## src/rtl/booth_nonrestoring_divider.sv

```systemverilog
// Sequential signed divider: non-restoring radix-2 core, one quotient bit per clock.
// Operands arrive on a shared bus after start; result is {remainder, quotient}.
module booth_nonrestoring_divider #(
    parameter int unsigned WIDTH = 16
) (
    input  logic               clk,
    input  logic               rst_n,
    input  logic               start,
    input  logic [WIDTH-1:0]   data_in,
    output logic [2*WIDTH-1:0] out,
    output logic               done,
    output logic               busy,
    output logic               div_by_zero
);

    localparam int unsigned CntW = $clog2(WIDTH + 1);

    typedef enum logic [2:0] {
        StIdle, StLoadDvd, StLoadDvs, StIter, StFix, StSign, StDone
    } state_e;

    state_e             state_q, state_d;
    logic [WIDTH+1:0]   p_q, p_d;
    logic [WIDTH-1:0]   q_q, q_d;
    logic [WIDTH:0]     d_q, d_d;
    logic [CntW-1:0]    cnt_q, cnt_d;
    logic [2*WIDTH-1:0] out_q, out_d;
    logic               dvd_neg_q, dvd_neg_d;
    logic               dvs_neg_q, dvs_neg_d;
    logic               zero_q, zero_d;
    logic               dbz_q, dbz_d;

    logic [WIDTH:0]     in_mag;
    logic [WIDTH+1:0]   p_sh, p_step, d_ext;
    logic [WIDTH-1:0]   quot, rem, dvd_orig;

    always_ff @(posedge clk or negedge rst_n) begin
        if (!rst_n) begin
            state_q   <= StIdle;
            p_q       <= '0;
            q_q       <= '0;
            d_q       <= '0;
            cnt_q     <= '0;
            out_q     <= '0;
            dvd_neg_q <= 1'b0;
            dvs_neg_q <= 1'b0;
            zero_q    <= 1'b0;
            dbz_q     <= 1'b0;
        end else begin
            state_q   <= state_d;
            p_q       <= p_d;
            q_q       <= q_d;
            d_q       <= d_d;
            cnt_q     <= cnt_d;
            out_q     <= out_d;
            dvd_neg_q <= dvd_neg_d;
            dvs_neg_q <= dvs_neg_d;
            zero_q    <= zero_d;
            dbz_q     <= dbz_d;
        end
    end

    always_comb begin
        // Magnitude needs WIDTH+1 bits so the most negative operand stays exact.
        in_mag   = data_in[WIDTH-1] ? ({1'b0, ~data_in} + (WIDTH+1)'(1)) : {1'b0, data_in};
        d_ext    = {1'b0, d_q};
        p_sh     = {p_q[WIDTH:0], q_q[WIDTH-1]};
        p_step   = p_q[WIDTH+1] ? (p_sh + d_ext) : (p_sh - d_ext);
        quot     = (dvd_neg_q ^ dvs_neg_q) ? -q_q : q_q;
        rem      = dvd_neg_q ? -p_q[WIDTH-1:0] : p_q[WIDTH-1:0];
        // On divide-by-zero Q still holds the untouched dividend magnitude.
        dvd_orig = dvd_neg_q ? -q_q : q_q;

        state_d   = state_q;
        p_d       = p_q;
        q_d       = q_q;
        d_d       = d_q;
        cnt_d     = cnt_q;
        out_d     = out_q;
        dvd_neg_d = dvd_neg_q;
        dvs_neg_d = dvs_neg_q;
        zero_d    = zero_q;
        dbz_d     = dbz_q;

        unique case (state_q)
            StIdle: begin
                if (start) state_d = StLoadDvd;
            end
            StLoadDvd: begin
                dvd_neg_d = data_in[WIDTH-1];
                q_d       = in_mag[WIDTH-1:0];
                state_d   = StLoadDvs;
            end
            StLoadDvs: begin
                dvs_neg_d = data_in[WIDTH-1];
                d_d       = in_mag;
                p_d       = '0;
                cnt_d     = CntW'(WIDTH);
                zero_d    = (data_in == '0);
                state_d   = (data_in == '0) ? StSign : StIter;
            end
            StIter: begin
                p_d     = p_step;
                q_d     = {q_q[WIDTH-2:0], ~p_step[WIDTH+1]};
                cnt_d   = cnt_q - CntW'(1);
                if (cnt_q == CntW'(1)) state_d = StFix;
            end
            StFix: begin
                if (p_q[WIDTH+1]) p_d = p_q + d_ext;
                state_d = StSign;
            end
            StSign: begin
                if (zero_q) begin
                    out_d = {dvd_orig, {WIDTH{1'b1}}};
                    dbz_d = 1'b1;
                end else begin
                    out_d = {rem, quot};
                    dbz_d = 1'b0;
                end
                state_d = StDone;
            end
            StDone: begin
                if (!start) begin
                    state_d = StIdle;
                    dbz_d   = 1'b0;
                end
            end
            default: state_d = StIdle;
        endcase
    end

    assign out         = out_q;
    assign done        = (state_q == StDone);
    assign busy        = (state_q != StIdle) && (state_q != StDone);
    assign div_by_zero = dbz_q;

endmodule

```

## config.mk

```make
export PLATFORM = sky130hd
export DESIGN_NAME = booth_nonrestoring_divider
export DESIGN_NICKNAME = d
export VERILOG_FILES = /design/src/rtl/booth_nonrestoring_divider.sv
export SDC_FILE = /design/constraint.sdc
export NUM_CORES = 1
export LEC_CHECK = 0
export ABC_CLOCK_PERIOD_IN_PS = 5900
export CORE_ASPECT_RATIO = 0.8
export CORE_MARGIN = 3
export CORE_UTILIZATION = 50
export CTS_CLUSTER_DIAMETER = 60
export CTS_CLUSTER_SIZE = 16
export DETAILED_ROUTE_END_ITERATION = 8
export PLACE_DENSITY = 0.8
export SETUP_SLACK_MARGIN = 0.4
export SYNTH_ARGS = -nofsm -noshare
export SYNTH_HDL_FRONTEND = slang
export SYNTH_SLANG_ARGS = --single-unit
```

## constraint.sdc

```tcl
create_clock -name clk -period 5.9 [get_ports clk]
set_clock_uncertainty 0.15 [all_clocks]
set_input_delay 1.77 -clock clk [delete_from_list [all_inputs] [get_ports clk]]
set_output_delay 1.77 -clock clk [all_outputs]
set_load 0.005 [all_outputs]
```

==> reports/results.tsv, run 1 <==
stage	metric	value	unit
final_layout	antenna_cells	0	
detailed_routing	vias	6521	
die	die_height	112.5	um
die	die_w	139.1	um
placed_design	pre_cts_ws	1.294	ns
final_layout	stdcell_count	1064	
timing	max_clock_freq	235.5	MHz
timing	fin_ws	1.654	ns
detailed_routing	drc	0	
worst_hold_path	hold_path_class	flop to flop	
timing	setup_tns	0	ns
detailed_routing	drt_pass1_iterations	5	
clock_tree	cts-resized-gates	0	
placed_design	hpwlAfterDp	14170	um
placed_design	post_dp_cell_area	0.007710	mm^2
die	die_area	0.01565	mm^2
clock_tree	htreeDepth	3	
logic_synthesis	synth_top_family_by_area	compound AO/OA/AOI/OAI gates	
die	initial_core_util	51.77	%
final_layout	final_util	58.51	%
logic_synthesis	syn_inst	856	
logic_synthesis	async_reset_ff_share	100.0	%
final_layout	area_delta_synth_final	13.01	%
detailed_routing	drt-initial-drc-count	717	
final_layout	regArea	0.002377	mm^2
final_layout	n_fill_cell	1204	
power	fin_total_pwr	5.406	mW
detailed_routing	ant_nets	0	
logic_synthesis	seq_area_frac_synth	33.53	%
worst_setup_path	critPathCaptureType	flop	
clock_tree	clockBufferDepth	2	
grt	grt_antenna_before_repair	0	
final_layout	final_area	0.008011	mm^2
clock_tree	cts_root_buf	clkbuf_16	
worst_setup_path	startpoint_type	primary input	
power	p_leak	3.458	nW
logic_synthesis	synth_xor_area_share	11.61	%
grt	grt_pass1_wl	31980	um
worst_setup_path	critical_path_class	primary input to flop	
timing	rsz0062_at_grt	no	
logic_synthesis	synth_nets	917	
worst_setup_path	crit_fanout	5	
logic_synthesis	synthSimpleGateAreaFrac	18.60	%
clock_tree	cts_tree	yes	
timing	tightestPinTransition	1.091	ns
grt	overflow	0	
power	p_per_area	674.8	mW/mm^2
clock_tree	hold_buffers	0	
grt	grt_usage	24.86	%
placed_design	portBuffers	53	
logic_synthesis	synth_compound_area_share	21.90	%
worst_setup_path	cp_data_arrival_time	4.28	ns
clock_tree	cts.clk_slew.worst_paths	0.07	ns
timing	fin_crit	4.246	ns
grt	grt_max_degree	68	
timing	hold_viol_final	0	
final_layout	nNetsFinal	940	
logic_synthesis	yosys_register_bits	95	
logic_synthesis	synth_area	0.007089	mm^2
timing	drv_slew	0	
detailed_routing	vias_per_cell	6.129	
logic_synthesis	syn_area_per_cell	8.282	um^2
timing	max_slew_margin	27.25	%
detailed_routing	wl	19240	um
logic_synthesis	synth_ff_type	dfrtp_1	
logic_synthesis	synth_warnings	0	
run_status	outcome	finished, final reports clean	
final_layout	multi_input_area	0.004437	mm^2
final_layout	drive_gt1_share	4.864	%
worst_setup_path	critPathRequiredTime	5.94	ns
power	irDropWorstVdd	0.4454	mV
die	ios	54	
clock_tree	clock-sinks	95	
final_layout	layout_common_cells	nand2_1 (127), dfrtp_1 (95), o21ai_0 (85)	
job	cap_violations	0	
timing	whs	0.3322	ns
clock_tree	insertion_delay	0.35	ns
grt	grt_pass1_vias	6115	
clock_tree	postCtsSetupBuffers	0	
timing	fin_crit_sh	71.97	%
placed_design	place_congestion	0.9145	
logic_synthesis	synth_edf_count	0	
final_layout	mostFrequentLayoutCell	nand2_1	
die	core.rowCount	38	
logic_synthesis	synth_cell_types	67	
placed_design	dp_cells	1048	
detailed_routing	routedWlPerCell	18.08	um
logic_synthesis	synthAdderAreaFrac	7.624	%
timing	setup_viol	0	
logic_synthesis	synth_mux_area_share	2.771	%
die	fp.coreArea	0.01369	mm^2
clock_tree	numCtsBuffers	9	
[layer usage]
layer  global-route usage, %  vias up  part of all wire (%)
li1                        -     3097                     -
met1                   37.82     3102                    48
met2                   37.27      295                    42
met3                   4.557       27                   8.0
met4                   5.020        0                   1.5
met5                       0        -                     0
[path summary, 6_finish.rpt]
path	from	endpoint	slack (ns)	cells past startpoint
setup reg to reg	d_q[2]	p_q[16]	2.04	13
setup / recovery	data_in[0]	state_q[1]	1.65	9
min in group asynchronous	rst_n	p_q[6]	1.40	1
hold / removal	out[16]	out[16]	0.33	2
max in group asynchronous	rst_n	d_q[8]	3.29	2
hold reg to reg	out[16]	out[16]	0.33	2
[cell type report]
cell class,count,area share [%]
multi-input cells,687,55.38
repair buffers,58,7.059
clock inverters,6,0.9058
flip-flops and latches,95,29.67
well taps,180,2.811
clock buffers,10,2.858
inverters,28,1.312
[critical path, stage by stage]
cell	delay [ns]
clkdlybuf4s50_1	0.49
inv_1	0.09
ha_1	0.16
or3b_4	0.39
nand2b_4	0.15
or4_4	0.45
or4_4	0.51
o2111ai_2	0.17
o211ai_1	0.10
[synthesized netlist by cell type, types with 5 or more instances]
master,number,area share (%)
a211oi_1,10,1.1
a21o_1,8,0.85
a21oi_1,68,4.8
a31oi_1,6,0.53
and2_1,6,0.53
clkbuf_1,40,2.1
dfrtp_1,95,34
ha_1,40,7.1
inv_1,27,1.4
mux2i_1,14,2.0
nand2_1,127,6.7
nand2b_1,10,0.88
nand3_1,16,1.1
nand4_1,8,0.71
nor2_1,59,3.1
nor2b_1,6,0.53
nor3_1,15,1.1
o21ai_0,85,6.0
o21bai_1,7,0.74
o221ai_1,7,0.86
o31ai_1,19,2.0
o41ai_1,5,0.62
or3_1,8,0.71
or4_1,5,0.53
xnor2_1,43,5.3
xor2_1,51,6.3
[registers in the layout, summed over array words and instances, names as in the netlist]
signal and count:
cnt_q 5, d_q 17, div_by_zero 1, dvd_neg_q 1, dvs_neg_q 1, out 32
p_q 18, q_q 16, state_q 3, zero_q 1
[power breakdown]
part	switching, mW	total [mW]	internal, mW
clock network	0.274	0.611	0.336
registers	0.511	1.45	0.943
logic	1.87	3.34	1.47
total	2.66	5.41	2.75
[cells by family (layout without fill, tap and decap cells)]
family | count (synthesis) | after routing
AO/OA/AOI/OAI | 251 | 251
XOR/XNOR | 94 | 94
adder cells (fa/ha/maj) | 42 | 42
buffers and inverters | 74 | 102
flip-flops | 95 | 95
multiplexers | 18 | 18
AND/OR/NAND/NOR | 282 | 282
Power figures use the tool's default switching activity.
==> run 2: changes to the inputs <==
--- a/config.mk
+++ b/config.mk
@@ -5,7 +5,7 @@
 export SDC_FILE = /design/constraint.sdc
 export NUM_CORES = 1
 export LEC_CHECK = 0
-export ABC_CLOCK_PERIOD_IN_PS = 5900
+export ABC_CLOCK_PERIOD_IN_PS = 4000
 export CORE_ASPECT_RATIO = 0.8
 export CORE_MARGIN = 3
 export CORE_UTILIZATION = 50
==> constraint.sdc (replaced) <==
create_clock -name clk -period 4 [get_ports clk]
set_clock_uncertainty 0.15 [all_clocks]
set_input_delay 1.2 -clock clk [delete_from_list [all_inputs] [get_ports clk]]
set_output_delay 1.2 -clock clk [all_outputs]
set_load 0.005 [all_outputs]
==> reports/results.tsv, run 2 (synthesized netlist as in run 1, its figures left out) <==
stage	metric	value	unit	change
power	p_leak	3.518	nW	+1.7%
final_layout	regArea	0.002382	mm^2	+0.21%
timing	setup_tns	0	ns	unchanged
placed_design	hpwlAfterDp	14450	um	+2.0%
final_layout	n_fill_cell	1199		-0.42%
power	p_clk_share	10.5	%	-0.8 points
worst_setup_path	crit_fanout	4		-1
die	ios	54		unchanged
detailed_routing	drt_pass1_iterations	5		unchanged
worst_setup_path	cp_data_arrival_time	3.57	ns	-0.71 ns
timing	fin_crit	3.519	ns	
run_status	outcome	finished, final reports clean		
power	irDropWorstVdd	0.6137	mV	+38%
final_layout	area_delta_synth_final	15.44	%	
timing	whs	0.3186	ns	-0.01361 ns
detailed_routing	vias	6569		+0.74%
clock_tree	insertion_delay	0.36	ns	about the same
power	seq_power_share	25.9	%	-1.0 points
die	initial_core_util	51.77	%	unchanged
timing	drv_slew	0		unchanged
detailed_routing	wl_met2	8678	um	+6.7%
final_layout	multi_input_area	0.004514	mm^2	+1.7%
timing	max_slew_margin	22.67	%	-4.6 points
final_layout	mostFrequentLayoutCell	nand2_1		
grt	grt_pass1_wl	32090	um	+0.33%
power	pwr-share-comb	63.7	%	+1.9 points
die	core.rowCount	38		unchanged
detailed_routing	drc	0		unchanged
detailed_routing	routedWlPerCell	18.43	um	+1.9%
placed_design	place_congestion	0.9298		+1.7%
power	internal_power	4.155	mW	+51%
power	swShare	49.32	%	+0.12 points
grt	overflow	0		unchanged
timing	max_clock_freq	284.2	MHz	
timing	rsz0062_at_grt	yes		
grt	grt_pass1_vias	6110		-0.082%
timing	fin_crit_sh	87.97	%	
detailed_routing	wl_met1	9367	um	+0.82%
worst_setup_path	critical_path_class	primary input to flop		
grt	grt_max_degree	75		+10%
die	die_height	112.5	um	unchanged
worst_setup_path	critPathCaptureType	flop		
timing	hold_viol_final	0		unchanged
detailed_routing	wl	19840	um	+3.1%
clock_tree	cts_tree	yes		
placed_design	portBuffers	53		unchanged
clock_tree	clock-sinks	95		unchanged
final_layout	antenna_cells	0		unchanged
power	p_per_area	1002	mW/mm^2	+48%
final_layout	drive_gt1_share	8.147	%	+3.3 points
worst_setup_path	startpoint_type	primary input		
final_layout	largest_reg_flops	32		unchanged
detailed_routing	drt-initial-drc-count	701		-2.2%
timing	tightestPinTransition	1.156	ns	+0.06435 ns
clock_tree	cts_root_buf	clkbuf_16		
grt	grt_usage	25.08	%	+0.22 points
worst_hold_path	hold_path_class	flop to flop		
clock_tree	htreeDepth	3		unchanged
timing	setup_viol	0		unchanged
power	p_sw	4.043	mW	+52%
die	die_w	139.1	um	unchanged
job	cap_violations	0		unchanged
worst_setup_path	critPathRequiredTime	4.05	ns	-1.89 ns
clock_tree	clockBufferDepth	2		unchanged
final_layout	final_util	59.77	%	+1.3 points
final_layout	layout_common_cells	nand2_1 (127), dfrtp_1 (91), o21ai_0 (83)		
worst_setup_path	r2r_slack	0.54	ns	-1.50 ns
detailed_routing	vias_per_cell	6.105		-0.39%
die	die_area	0.01565	mm^2	unchanged
clock_tree	numCtsBuffers	9		unchanged
clock_tree	cts.clk_slew.worst_paths	0.07	ns	about the same
detailed_routing	highest_layer	met4		
grt	grt_antenna_before_repair	0		unchanged
final_layout	nNetsFinal	952		+1.3%
detailed_routing	met3_length	1471	um	-4.0%
detailed_routing	ant_nets	0		unchanged
die	fp.coreArea	0.01369	mm^2	unchanged
-- run 2: layout make-up --
type | count | area share (%)
clock buffers | 10 | 2.920
repair buffers | 70 | 8.164
multi-input cells | 687 | 55.16
well taps | 180 | 2.752
clock inverters | 6 | 0.6115
flip-flops and latches | 95 | 29.11
inverters | 28 | 1.284
-- run 2: through the flow --
| stage | cells | cell area [um^2] | worst slack [ns] | power, mW |
|---|---|---|---|---|
| after floorplan | 856 | 7089 | 0.6196 | 5.554 |
| after global placement | 1056 | 7782 | 0.1102 | 6.895 |
| after detailed placement | 1056 | 7782 | 0.05688 | 7.025 |
| after CTS | 1072 | 8077 | 0.4078 | 7.930 |
| after global routing | 1076 | 8184 | 0.3593 | 8.874 |
| final | 1076 | 8184 | 0.4812 | 8.199 |
-- run 2: final timing paths --
path	start	to	depth (start not counted)
worst max-delay path	data_in[0]	state_q[1]	9
worst min-delay path	out[15]	out[15]	2
worst max register to register	d_q[7]	q_q[0]	12
worst min register to register	out[15]	out[15]	2
max in group asynchronous	rst_n	d_q[1]	2
min in group asynchronous	rst_n	p_q[5]	1
-- run 2: power by group through the flow --
stage	Clock [mW]	Combinational (mW)	Sequential, mW
after global placement	0	4.83	2.07
final	0.858	5.22	2.12
after floorplan	0	3.79	1.76
after global routing	0.905	5.79	2.18
after detailed placement	0	4.93	2.09
after CTS	0.866	4.99	2.08
-- run 2: what timing repair did --
action                                  CTS  global route
endpoints found under the hold margin     0             0
pin swaps                                 1             6
setup buffers                             0             4
endpoints found under the setup margin    1             9
hold buffers                              0             0
resized for setup                         1            21
-- run 2: critical path: stages --
cell and delay, ns:
clkdlybuf4s50_1 0.42, inv_1 0.07, ha_2 0.18, or3b_4 0.39, nand2b_4 0.15, or4_4 0.44, or4_4 0.45, o2111ai_2 0.17
o211ai_1 0.11
-- run 2: metal layers --
metal  track usage, %  up-vias
met4            5.737        0
met3            5.537       28
met1            37.28     3167
met2            37.59      257
met5                0        -
li1                 -     3117
==> run 3: changes to the inputs <==
--- a/config.mk
+++ b/config.mk
@@ -5,12 +5,12 @@
 export SDC_FILE = /design/constraint.sdc
 export NUM_CORES = 1
 export LEC_CHECK = 0
+export ABC_AREA = 1
 export ABC_CLOCK_PERIOD_IN_PS = 4000
 export CORE_ASPECT_RATIO = 0.8
 export CORE_MARGIN = 3
 export CORE_UTILIZATION = 50
 export CTS_CLUSTER_DIAMETER = 60
-export CTS_CLUSTER_SIZE = 16
 export DETAILED_ROUTE_END_ITERATION = 8
 export PLACE_DENSITY = 0.8
 export SETUP_SLACK_MARGIN = 0.4
==> reports/results.tsv, run 3 <==
stage	metric	value	unit	change
final_layout	drive_gt1_share	4.815	%	-3.3 points
grt	grt_pass1_vias	7073		+16%
detailed_routing	drt-initial-drc-count	892		+27%
power	fin_total_pwr	7.967	mW	-2.8%
detailed_routing	drc	0		unchanged
power	internal_power	3.825	mW	-7.9%
final_layout	n_fill_cell	1367		+14%
placed_design	hpwlAfterDp	17220	um	+19%
clock_tree	numCtsBuffers	9		unchanged
clock_tree	hold_buffers	0		unchanged
logic_synthesis	async_reset_ff_share	100.0	%	unchanged
logic_synthesis	syn_area_per_cell	6.811	um^2	-18%
logic_synthesis	yosys_register_bits	95		unchanged
detailed_routing	vias	7759		+18%
logic_synthesis	syn_inst	1116		+30%
grt	grt_usage	27.42	%	+2.3 points
logic_synthesis	synth.area.top_cells	dfrtp_1 (31%), nand2_1 (17%), ha_1 (6.6%)		
placed_design	dp_cells	1332		+26%
timing	fin_crit	3.144	ns	-0.3752 ns
clock_tree	clock-sinks	95		unchanged
placed_design	portBuffers	53		unchanged
die	die_height	116.3	um	+3.4%
logic_synthesis	synth_mux_area_share	0.1481	%	-2.6 points
timing	max_slew_margin	39.96	%	+17 points
power	pwr-share-comb	64.8	%	+1.1 points
worst_setup_path	cp_data_arrival_time	1.79	ns	-1.78 ns
worst_setup_path	startpoint_type	flop		
clock_tree	htreeDepth	3		unchanged
logic_synthesis	synth_area	0.007601	mm^2	+7.2%
final_layout	layout_common_cells	nand2_1 (335), inv_1 (103), nor2_1 (101)		
clock_tree	cts-resized-gates	0		-1
timing	max_clock_freq	318.1	MHz	+12%
worst_setup_path	critPathCaptureType	output port		
logic_synthesis	synth_ff_type	dfrtp_1		
power	swShare	51.99	%	+2.7 points
power	seq_power_share	23.8	%	-2.1 points
power	p_clk_share	11.4	%	+0.9 points
clock_tree	postCtsSetupBuffers	0		unchanged
logic_synthesis	yosysMostFrequentCell	nand2_1		
power	p_per_area	928.5	mW/mm^2	-7.3%
detailed_routing	drt_pass1_iterations	5		unchanged
detailed_routing	ant_nets	0		unchanged
grt	grt_max_degree	45		-40%
power	p_leak	4.197	nW	+19%
timing	drv_slew	0		unchanged
logic_synthesis	synth_xor_area_share	5.202	%	-6.4 points
logic_synthesis	seq_area_frac_synth	31.28	%	-2.3 points
worst_setup_path	reg2regPathDepth	19		+7
clock_tree	cts.clk_slew.worst_paths	0.07	ns	about the same
final_layout	nNetsFinal	1220		+28%
logic_synthesis	synth_compound_area_share	16.43	%	-5.5 points
logic_synthesis	synth_cell_types	46		-31%
run_status	outcome	finished, final reports clean		
detailed_routing	wl	22390	um	+13%
logic_synthesis	synthTopCellsByCount	nand2_1 (335), inv_1 (103), nor2_1 (101)		
logic_synthesis	synth_top_area_share	31.28	%	-2.3 points
die	die_w	143.9	um	+3.4%
clock_tree	insertion_delay	0.35	ns	about the same
die	initial_core_util	52.10	%	+0.32 points
clock_tree	cts_tree	yes		
worst_setup_path	critPathRequiredTime	2.65	ns	-1.40 ns
timing	hold_viol_final	0		unchanged
worst_setup_path	critical_path.max_stage_delay	0.56	ns	+0.11 ns
timing	tightestPinTransition	0.8996	ns	-0.2560 ns
grt	overflow	0		unchanged
logic_synthesis	synth_top_cell_by_area	dfrtp_1		
final_layout	stdcell_count	1347		+25%
final_layout	largest_reg_flops	32		unchanged
logic_synthesis	synth_edf_count	0		unchanged
detailed_routing	routedWlPerCell	16.62	um	-9.8%
worst_setup_path	crit_chain	inv_2 > nor3_4 > clkdlybuf4s50_1		
worst_setup_path	crit_fanout	5		+1
logic_synthesis	synth_nets	1177		+28%
worst_setup_path	r2r_slack	0.86	ns	+0.32 ns
detailed_routing	vias_per_cell	5.760		-5.6%
placed_design	place_congestion	0.9826		+5.7%
timing	setup_tns	0	ns	unchanged
final_layout	mostFrequentLayoutCell	nand2_1		
grt	grt_antenna_before_repair	0		unchanged
die	die_area	0.01673	mm^2	+6.9%
job	cap_violations	0		unchanged
die	fp.coreArea	0.01459	mm^2	+6.6%
final_layout	multi_input_area	0.004632	mm^2	+2.6%
worst_setup_path	cp-endpoint	done		
timing	rsz0062_at_grt	no		
final_layout	area_delta_synth_final	12.89	%	
clock_tree	cts_root_buf	clkbuf_16		
worst_setup_path	reg2reg_to	q_q[0]		
logic_synthesis	synth_warnings	0		unchanged
worst_setup_path	critical_path_class	flop to output port		
worst_hold_path	hold_path_class	flop to flop		
final_layout	regArea	0.002377	mm^2	-0.21%
logic_synthesis	synth_top_family_by_area	simple AND/OR/NAND/NOR gates		
worst_setup_path	timing.critical_path.from	state_q[2]		
grt	grt_pass1_wl	36350	um	+13%
worst_setup_path	slowest_stage	clkdlybuf4s50_1		
final_layout	antenna_cells	0		unchanged
timing	setup_viol	0		unchanged
logic_synthesis	synthAdderAreaFrac	7.111	%	-0.51 points
die	ios	54		unchanged
worst_setup_path	reg2reg_from	d_q[0]		
power	p_sw	4.142	mW	+2.4%
die	core.rowCount	39		+2.6%
clock_tree	clockBufferDepth	2		unchanged
logic_synthesis	synthSimpleGateAreaFrac	32.05	%	+13 points
timing	fin_crit_sh	78.59	%	-9.4 points
power	irDropWorstVdd	0.5129	mV	-16%
-- run 3: worst min path at each step --
stage | from | to | depth (start not counted) | slack [ns]
5_1_grt | out[22] | out[22] | 2 | 0.35
3_5_place_dp | out[25] | out[25] | 2 | 0.31
3_3_place_gp | out[25] | out[25] | 2 | 0.31
2_1_floorplan | cnt_q[4] | cnt_q[4] | 1 | 0.30
4_1_cts | out[25] | out[25] | 2 | 0.33
6_report | out[22] | out[22] | 2 | 0.33
-- run 3: logic make-up after synthesis --
| family | count (synthesis) |
|---|---|
| DFF | 95 |
| and+or+nand+nor | 574 |
| muxes | 1 |
| buffers and inverters | 148 |
| adders and majority gates | 42 |
| xor gates and xnor gates | 43 |
| AOI/OAI and AO/OA | 213 |
-- run 3: layout make-up --
cell class              instances  share of cell area, %
clock inverters                 5                 0.7437
multi-input cells             873                  53.98
clock buffers                  10                  2.785
inverters                     118                  5.162
repair buffers                 62                  6.941
well taps                     184                  2.683
flip-flops and latches         95                  27.70
-- run 3: through the flow --
| stage | cell area, um^2 | utilization, % | hold WS, ns | worst slack (ns) |
|---|---|---|---|---|
| global placement | 8278 | 56.74 | 0.3116 | 0.8186 |
| CTS | 8581 | 58.81 | 0.3323 | 0.8425 |
| finish | 8581 | 58.81 | 0.3267 | 0.8563 |
| global route | 8581 | 58.81 | 0.3520 | 0.5370 |
| floorplan | 7601 | - | 0.2966 | 1.386 |
| detailed placement | 8278 | 56.74 | 0.3140 | 0.8148 |
-- run 3: worst max-delay path, delay by kind of cell, from the launching register on --
| kind | cells | cell delay [ns] |
|---|---|---|
| flip-flops | 1 | 0.50 |
| buffers and inverters | 2 | 0.69 |
| AND/OR/NAND/NOR | 1 | 0.24 |
-- run 3: power by group through the flow --
stage	clock network (mW)	registers (mW)	logic, mW
2_1_floorplan	0	1.72	3.79
3_3_place_gp	0	1.89	4.94
6_report	0.905	1.90	5.17
3_5_place_dp	0	1.90	5.03
4_1_cts	0.914	1.88	5.07
5_1_grt	0.953	1.94	5.84
-- run 3: routing by layer --
metal | routed length, um | vias up | GRT usage [%]
met1 | 10550 | 3580 | 41.45
li1 | - | 3779 | -
met2 | 9489 | 371 | 40.92
met4 | 377 | 0 | 6.399
met5 | 0 | - | 0
met3 | 1970 | 29 | 4.830
